File: src/rtl/sram_port_arbiter_pkg.sv
// Shared constants for the two-port SRAM arbiter: default bus widths and
// the arbitration state encoding.
package sram_port_arbiter_pkg;

  localparam int unsigned ADDR_W_DEF = 9;
  localparam int unsigned DATA_W_DEF = 16;

  localparam logic [1:0] ST_IDLE = 2'd0;
  localparam logic [1:0] ST_OWN0 = 2'd1;
  localparam logic [1:0] ST_OWN1 = 2'd2;

endpackage

File: src/rtl/sram_port_arbiter.sv
// Two-requester arbiter in front of a single-port synchronous SRAM.
// Round-robin when unlocked, sticky ownership while a requester holds its lock.
module sram_port_arbiter
  import sram_port_arbiter_pkg::*;
#(
  parameter int unsigned ADDR_W = ADDR_W_DEF,
  parameter int unsigned DATA_W = DATA_W_DEF
) (
  input  logic              clk,
  input  logic              reset,
  input  logic              req0,
  input  logic              lock0,
  input  logic              write0,
  input  logic [ADDR_W-1:0] addr0,
  input  logic [DATA_W-1:0] wdata0,
  input  logic              req1,
  input  logic              lock1,
  input  logic              write1,
  input  logic [ADDR_W-1:0] addr1,
  input  logic [DATA_W-1:0] wdata1,
  output logic              gnt0,
  output logic              gnt1,
  output logic              rvalid0,
  output logic              rvalid1,
  output logic [DATA_W-1:0] rdata0,
  output logic [DATA_W-1:0] rdata1,
  output logic [ADDR_W-1:0] mem_address,
  output logic              mem_enable,
  output logic              mem_write,
  output logic [DATA_W-1:0] mem_wdata,
  input  logic [DATA_W-1:0] mem_rdata
);

  logic [1:0] state;
  logic [1:0] state_nxt;
  logic       rr;
  logic       rr_nxt;
  logic       acc0;
  logic       acc1;
  logic       rd_pend;
  logic       rd_owner;

  // Grants are forced low during reset so nothing is accepted on that edge.
  always_comb begin
    gnt0 = 1'b0;
    gnt1 = 1'b0;
    if (reset) begin
      case (state)
        ST_IDLE: begin
          if (!rr) begin
            gnt0 = req0;
            gnt1 = req1 & ~req0;
          end else begin
            gnt1 = req1;
            gnt0 = req0 & ~req1;
          end
        end
        ST_OWN0: gnt0 = req0;
        ST_OWN1: gnt1 = req1;
        default: ;
      endcase
    end
  end

  assign acc0 = req0 & gnt0;
  assign acc1 = req1 & gnt1;

  always_comb begin
    state_nxt = state;
    rr_nxt    = rr;
    case (state)
      ST_IDLE: begin
        if (acc0) begin
          if (lock0) state_nxt = ST_OWN0;
          else       rr_nxt    = 1'b1;
        end else if (acc1) begin
          if (lock1) state_nxt = ST_OWN1;
          else       rr_nxt    = 1'b0;
        end
      end
      ST_OWN0: begin
        if (!lock0) begin
          state_nxt = ST_IDLE;
          rr_nxt    = 1'b1;
        end
      end
      ST_OWN1: begin
        if (!lock1) begin
          state_nxt = ST_IDLE;
          rr_nxt    = 1'b0;
        end
      end
      default: state_nxt = ST_IDLE;
    endcase
  end

  // Read owner travels with the access so alternating reads return correctly.
  always_ff @(posedge clk) begin
    if (!reset) begin
      state       <= ST_IDLE;
      rr          <= 1'b0;
      mem_enable  <= 1'b0;
      mem_write   <= 1'b0;
      mem_address <= '0;
      mem_wdata   <= '0;
      rd_pend     <= 1'b0;
      rd_owner    <= 1'b0;
      rvalid0     <= 1'b0;
      rvalid1     <= 1'b0;
    end else begin
      state      <= state_nxt;
      rr         <= rr_nxt;
      mem_enable <= acc0 | acc1;
      if (acc1) begin
        mem_address <= addr1;
        mem_write   <= write1;
        mem_wdata   <= wdata1;
      end else if (acc0) begin
        mem_address <= addr0;
        mem_write   <= write0;
        mem_wdata   <= wdata0;
      end else begin
        mem_write   <= 1'b0;
      end
      rd_pend  <= (acc0 & ~write0) | (acc1 & ~write1);
      rd_owner <= acc1;
      rvalid0  <= rd_pend & ~rd_owner;
      rvalid1  <= rd_pend & rd_owner;
    end
  end

  assign rdata0 = rvalid0 ? mem_rdata : '0;
  assign rdata1 = rvalid1 ? mem_rdata : '0;

endmodule

File: config.mk
export PLATFORM = sky130hd
export DESIGN_NAME = sram_port_arbiter
export DESIGN_NICKNAME = d
export VERILOG_FILES = /design/src/rtl/sram_port_arbiter_pkg.sv /design/src/rtl/sram_port_arbiter.sv
export SDC_FILE = /design/constraint.sdc
export NUM_CORES = 1
export LEC_CHECK = 0
export ABC_AREA = 1
export CORE_UTILIZATION = 36
export DETAILED_ROUTE_END_ITERATION = 16
export PLACE_DENSITY_LB_ADDON = 0.05
export SLEW_MARGIN = 10
export SYNTH_ARGS = -nofsm -noshare
export SYNTH_HDL_FRONTEND = slang
export SYNTH_SLANG_ARGS = --single-unit
File: constraint.sdc
create_clock -name clk -period 2.44 [get_ports clk]
set_clock_uncertainty 0.2 [all_clocks]
set_input_delay 0.732 -clock clk [delete_from_list [all_inputs] [get_ports clk]]
set_output_delay 0.732 -clock clk [all_outputs]
set_load 0.1 [all_outputs]
After elaboration in Yosys (flattened, before gate mapping):

Index checks and enable logic that the tools add are counted.

* add/subtract/negate cells: 0
* $mul: 0
* divide/modulo/power cells: 0
* $lt $le $gt $ge: 0
* eq/ne operators: 7
* shifts and indexed selects: 0
* muxes and demuxes: 26
* bitwise gates (word level): 15
* reduce and logical (&&, ||, !) cells: 5

Operators by type and width (count)
* 16-bit two-way mux: 4
* 9-bit two-way mux: 2
* 2-bit two-way mux: 6
* 1-bit two-way mux: 10
* 3-bit != test, second input constant: 3
* 1-bit AND: 8
* 2-bit case mux with 3 select lines: 1
* 1-bit inverter: 5
* 5-bit AND reduction: 1
* 2-bit != test, second input constant: 2
* 1-bit case mux with 2 select lines: 2
* 1-bit case mux with 3 select lines: 1
* 3-bit nonzero test: 1
* 2-bit by 1-bit equality test with 1-bit output, second input constant: 1
* 2-bit equality test, second input constant: 1
* 2-bit logical NOT: 1
* 1-bit OR: 2
* 2-bit AND reduction: 1
* 2-bit nonzero test: 1

* register bits after elaboration: 34
* bits in latches: 0
* bits in writable memories: 0
* ROM bits: 0
* logic and storage cells: 63
* memories: 0

Logic depth before layout (Yosys ltp):

* depth after elaboration: 9
* mapped depth: 12

Worst setup path before layout:

No wires, ideal clock.

* path kind: flip-flop to output port
* start point: register rvalid0
* end point: output rdata0[10]
* arrival: 2161 ps
* slack: -653 ps
* cell stages (with the launch flop): 5
* path buffers: 2
* cell sequence: dfxtp_1 clkbuf_1 clkbuf_1 nand2_1 inv_1

* word-level cells in the longest chain between the ends: 1

RTL lines
* start, declared: RTL line sram_port_arbiter.sv:23 `output logic rvalid0,`
* start signal, assigned: RTL line sram_port_arbiter.sv:127 `rvalid0 <= rd_pend & ~rd_owner;`
* 16-bit two-way mux: RTL line sram_port_arbiter.sv:132 `assign rdata0 = rvalid0 ? mem_rdata : '0;`
* end, declared: RTL line sram_port_arbiter.sv:25 `output logic [DATA_W-1:0] rdata0,`

Every way passes these cells.

Worst setup path after layout:

* start point: register state[0]
* end point: output gnt1

* word-level cells in the longest chain between the ends: 3

RTL lines
* start, declared: RTL line sram_port_arbiter.sv:34 `logic [1:0] state;`
* start signal, assigned: RTL line sram_port_arbiter.sv:111 `state <= state_nxt;`
* 2-bit equality test / 2-bit logical NOT (equally long branches): RTL line sram_port_arbiter.sv:48 `case (state)`
* 1-bit case mux with 2 select lines *: RTL line sram_port_arbiter.sv:48
* 1-bit two-way mux *: RTL line sram_port_arbiter.sv:47 `if (reset) begin`
* end, declared: RTL line sram_port_arbiter.sv:22 `output logic gnt1,`

Every way passes the cells marked *; elsewhere a longest branch is shown, timed or not.

==> impl_metrics.toml <==
[outcome]
status = "finished, final reports clean"

[floorplanning]
rows = 27
die_x_um = 77.43
core_sq_um = 5507
start_util_pct = 37.20
pin_count = 137
fp.dieH_um = 77.43
die-area_sq_um = 5995

[detailed_routing]
dr.pass1.iters = 6
vias = 2438
viasPerCell = 4.515
post_drt_wl_per_cell_um = 12.43
drt_iter0_drc = 68
wl_mm = 6.710
drc_errors = 0
ant_nets = 0

[global_route]
use_met2_pct = 40.62
grt.total_usage_pct = 22.95
grt-busiest-layer = "met2"
met3_usage_pct = 4.941
grtUsageMet1_pct = 27.29
grt_max_degree = 30
grt_pass1_wl_mm = 10.79
grt_pass1_vias = 2290
antenna_found_initial = 1
grt-ovfl-total = 0

[clocking]
numCtsBuffers = 5
clock-sinks = 34
clkLatencyLatePin_ns = 0.28
cts_root_buffer = "clkbuf_8"
cts_tree = "built"
htreeDepth = 2
cts_buffer_depth = 2
clkSlewWorstSetupHoldPaths_ns = 0.07
postCtsHoldBufs = 0

[timing]
hold_violations = 0
fin_crit_sh_pct = 96.55
timing.fmax_mhz = 424.5
tns_ns = 0
worst_slew_pin_slew_ns = 0.3237
max_slew_margin_pct = 78.42
finalSetupViolCount = 0
finalMaxSlewViolations = 0
fin_crit_ns = 2.356
rsz0062_at_grt = "false"

[layout]
drive_gt1_share_pct = 31.41
seq_area_sq_um = 688.2
n_fill_cell = 430
diodes = 0
nets = 544
syn2layout_area_growth_pct = 95.36
multi_input_area_sq_um = 977.2

[placed_design]
port_buffers = 136
hpwl_mm = 5.047
routabilityCongestion = 0.8086

[run]
drv_cap = 0

[critical_path]
worstPathRequired_ns = 1.51
crit_arrival_ns = 1.42
cp_slowest_cell = "dfxtp_1"
path_class = "reg2out"
startpoint_type = "flip-flop"
critPathCaptureType = "output pin"
crit_chain = "inv_1, ha_1, nand2_1, nand2_2, nand2_4, inv_4, buf_12"
max_stage_delay_ns = 0.36
cp_max_fo = 5

[yosys]
yosysUniqueCellTypes = 22
synthTopCellsByArea = "dfxtp_1, nand2_1, inv_1"
synth-seq-cells = 34
synth_top_cell_by_area = "dfxtp_1"
synth.top_cell.area_share_pct = 33.23
netlist_instances = 329
syn-num-nets = 406
ys_warn_count = 0
synth_seq_area_share_pct = 33.23
synth_area_sq_um = 2048
avgSynthCellArea_sq_um = 6.226

[pwr]
vdd_drop_max_v = 0.0007066
leakagePower_nw = 1.984
power_density_nw_per_um2 = 852.2
finalPower_mw = 3.410

[min_path]
hold_path.class = "reg2reg"
[synthesized netlist by cell type (all sizes together)]
cell type    n
o22ai        2
nand3       53
o21ai        2
ha           3
nor2         6
o211ai       1
clkbuf       6
a21oi        3
nand4        1
nand2      132
buf         11
o21bai       1
inv         74
dfxtp       34
[layer usage]
| metal | part of all wire [%] | routed length (um) |
|---|---|---|
| met1 | 45 | 3037 |
| met5 | 0.18 | 12 |
| met2 | 47 | 3123 |
| met3 | 5.7 | 384 |
| met4 | 2.3 | 151 |
[stage by stage]
step | utilization (%) | setup slack [ns] | instances | hold slack [ns] | cell area, sq um
after floorplan | - | 0.006751 | 329 | 0.1818 | 2133
after global placement | 69.37 | -0.2070 | 528 | 0.1894 | 3820
after detailed placement | 69.37 | -0.2296 | 528 | 0.1945 | 3820
after CTS | 72.44 | 0.006288 | 539 | 0.2119 | 3989
after global routing | 72.67 | 0.01903 | 540 | 0.2527 | 4001
final | 72.67 | 0.08414 | 540 | 0.2152 | 4001
[cells in the final DEF, fill, tap and decap left out, types with 2 or more instances in the layout]
| master | synthesis | final |
|---|---|---|
| buf_4 | 1 | 37 |
| clkinvlp_4 | 0 | 20 |
| clkbuf_8 | 1 | 6 |
| clkdlybuf4s15_1 | 0 | 2 |
| ha_1 | 3 | 3 |
| dlygate4sd2_1 | 0 | 17 |
| nor2_1 | 6 | 6 |
| dfxtp_1 | 34 | 32 |
| nand2_1 | 117 | 107 |
| dfxtp_4 | 0 | 2 |
| inv_1 | 70 | 42 |
| inv_2 | 3 | 9 |
| buf_12 | 0 | 38 |
| nand2_4 | 1 | 2 |
| a21oi_1 | 3 | 3 |
| o21ai_0 | 2 | 2 |
| o22ai_1 | 2 | 2 |
| nand2_2 | 14 | 23 |
| nand3_2 | 5 | 5 |
| clkdlybuf4s50_1 | 0 | 54 |
| nand3_1 | 48 | 48 |
| inv_4 | 1 | 3 |
[worst paths after layout]
path                               start           end  slack (ns)  cells after the start
worst min register to register  rd_owner       rvalid0        0.22                      1
worst min-delay path            rd_owner       rvalid0        0.22                      1
worst max register to register  state[0]  mem_wdata[0]        0.30                     12
worst max-delay path            state[0]          gnt1        0.08                      7
[state kept, by name, summed over array words and instances, names as in the netlist]
name,flops
mem_address,9
mem_enable,1
mem_wdata,16
mem_write,1
rd_owner,1
rd_pend,1
rr,1
rvalid0,1
rvalid1,1
state,2
[layout make-up]
type / instances / area share [%]
Multi-Input combinational cell: 204 / 24.42
Timing Repair Buffer: 148 / 43.68
Sequential cell: 34 / 17.20
Clock inverter: 1 / 0.7505
Clock buffer: 7 / 2.689
Tap cell: 72 / 2.251
Inverter: 74 / 9.006
[critical path: cells and delay by family (launching register included)]
family / cells / cell delay (ns)
flops: 1 / 0.36
simple gates: 3 / 0.26
fa+ha+maj: 1 / 0.26
buf+inv: 3 / 0.26
[power breakdown]
part | total (mW) | internal [mW] | leakage (nW) | switching, mW
combinational | 2.06 | 0.657 | 1.63 | 1.40
clock | 0.604 | 0.395 | 0.0696 | 0.210
sequential | 0.748 | 0.665 | 0.280 | 0.0831
total | 3.41 | 1.72 | 1.98 | 1.69
[timing repair]
action / in CTS / in global routing
pin swaps: 4 / 5
resized for setup: 39 / 3
endpoints found under the setup margin: 34 / 2
setup buffers: 3 / 1
[cell families after synthesis]
group | share of synthesized area (%)
AOI/OAI and AO/OA | 2.566
DFF | 33.23
adders and majority gates | 1.833
buffers and inverters | 20.53
and+or+nand+nor | 41.84
Note: power is estimated with default switching activity, not from simulation.
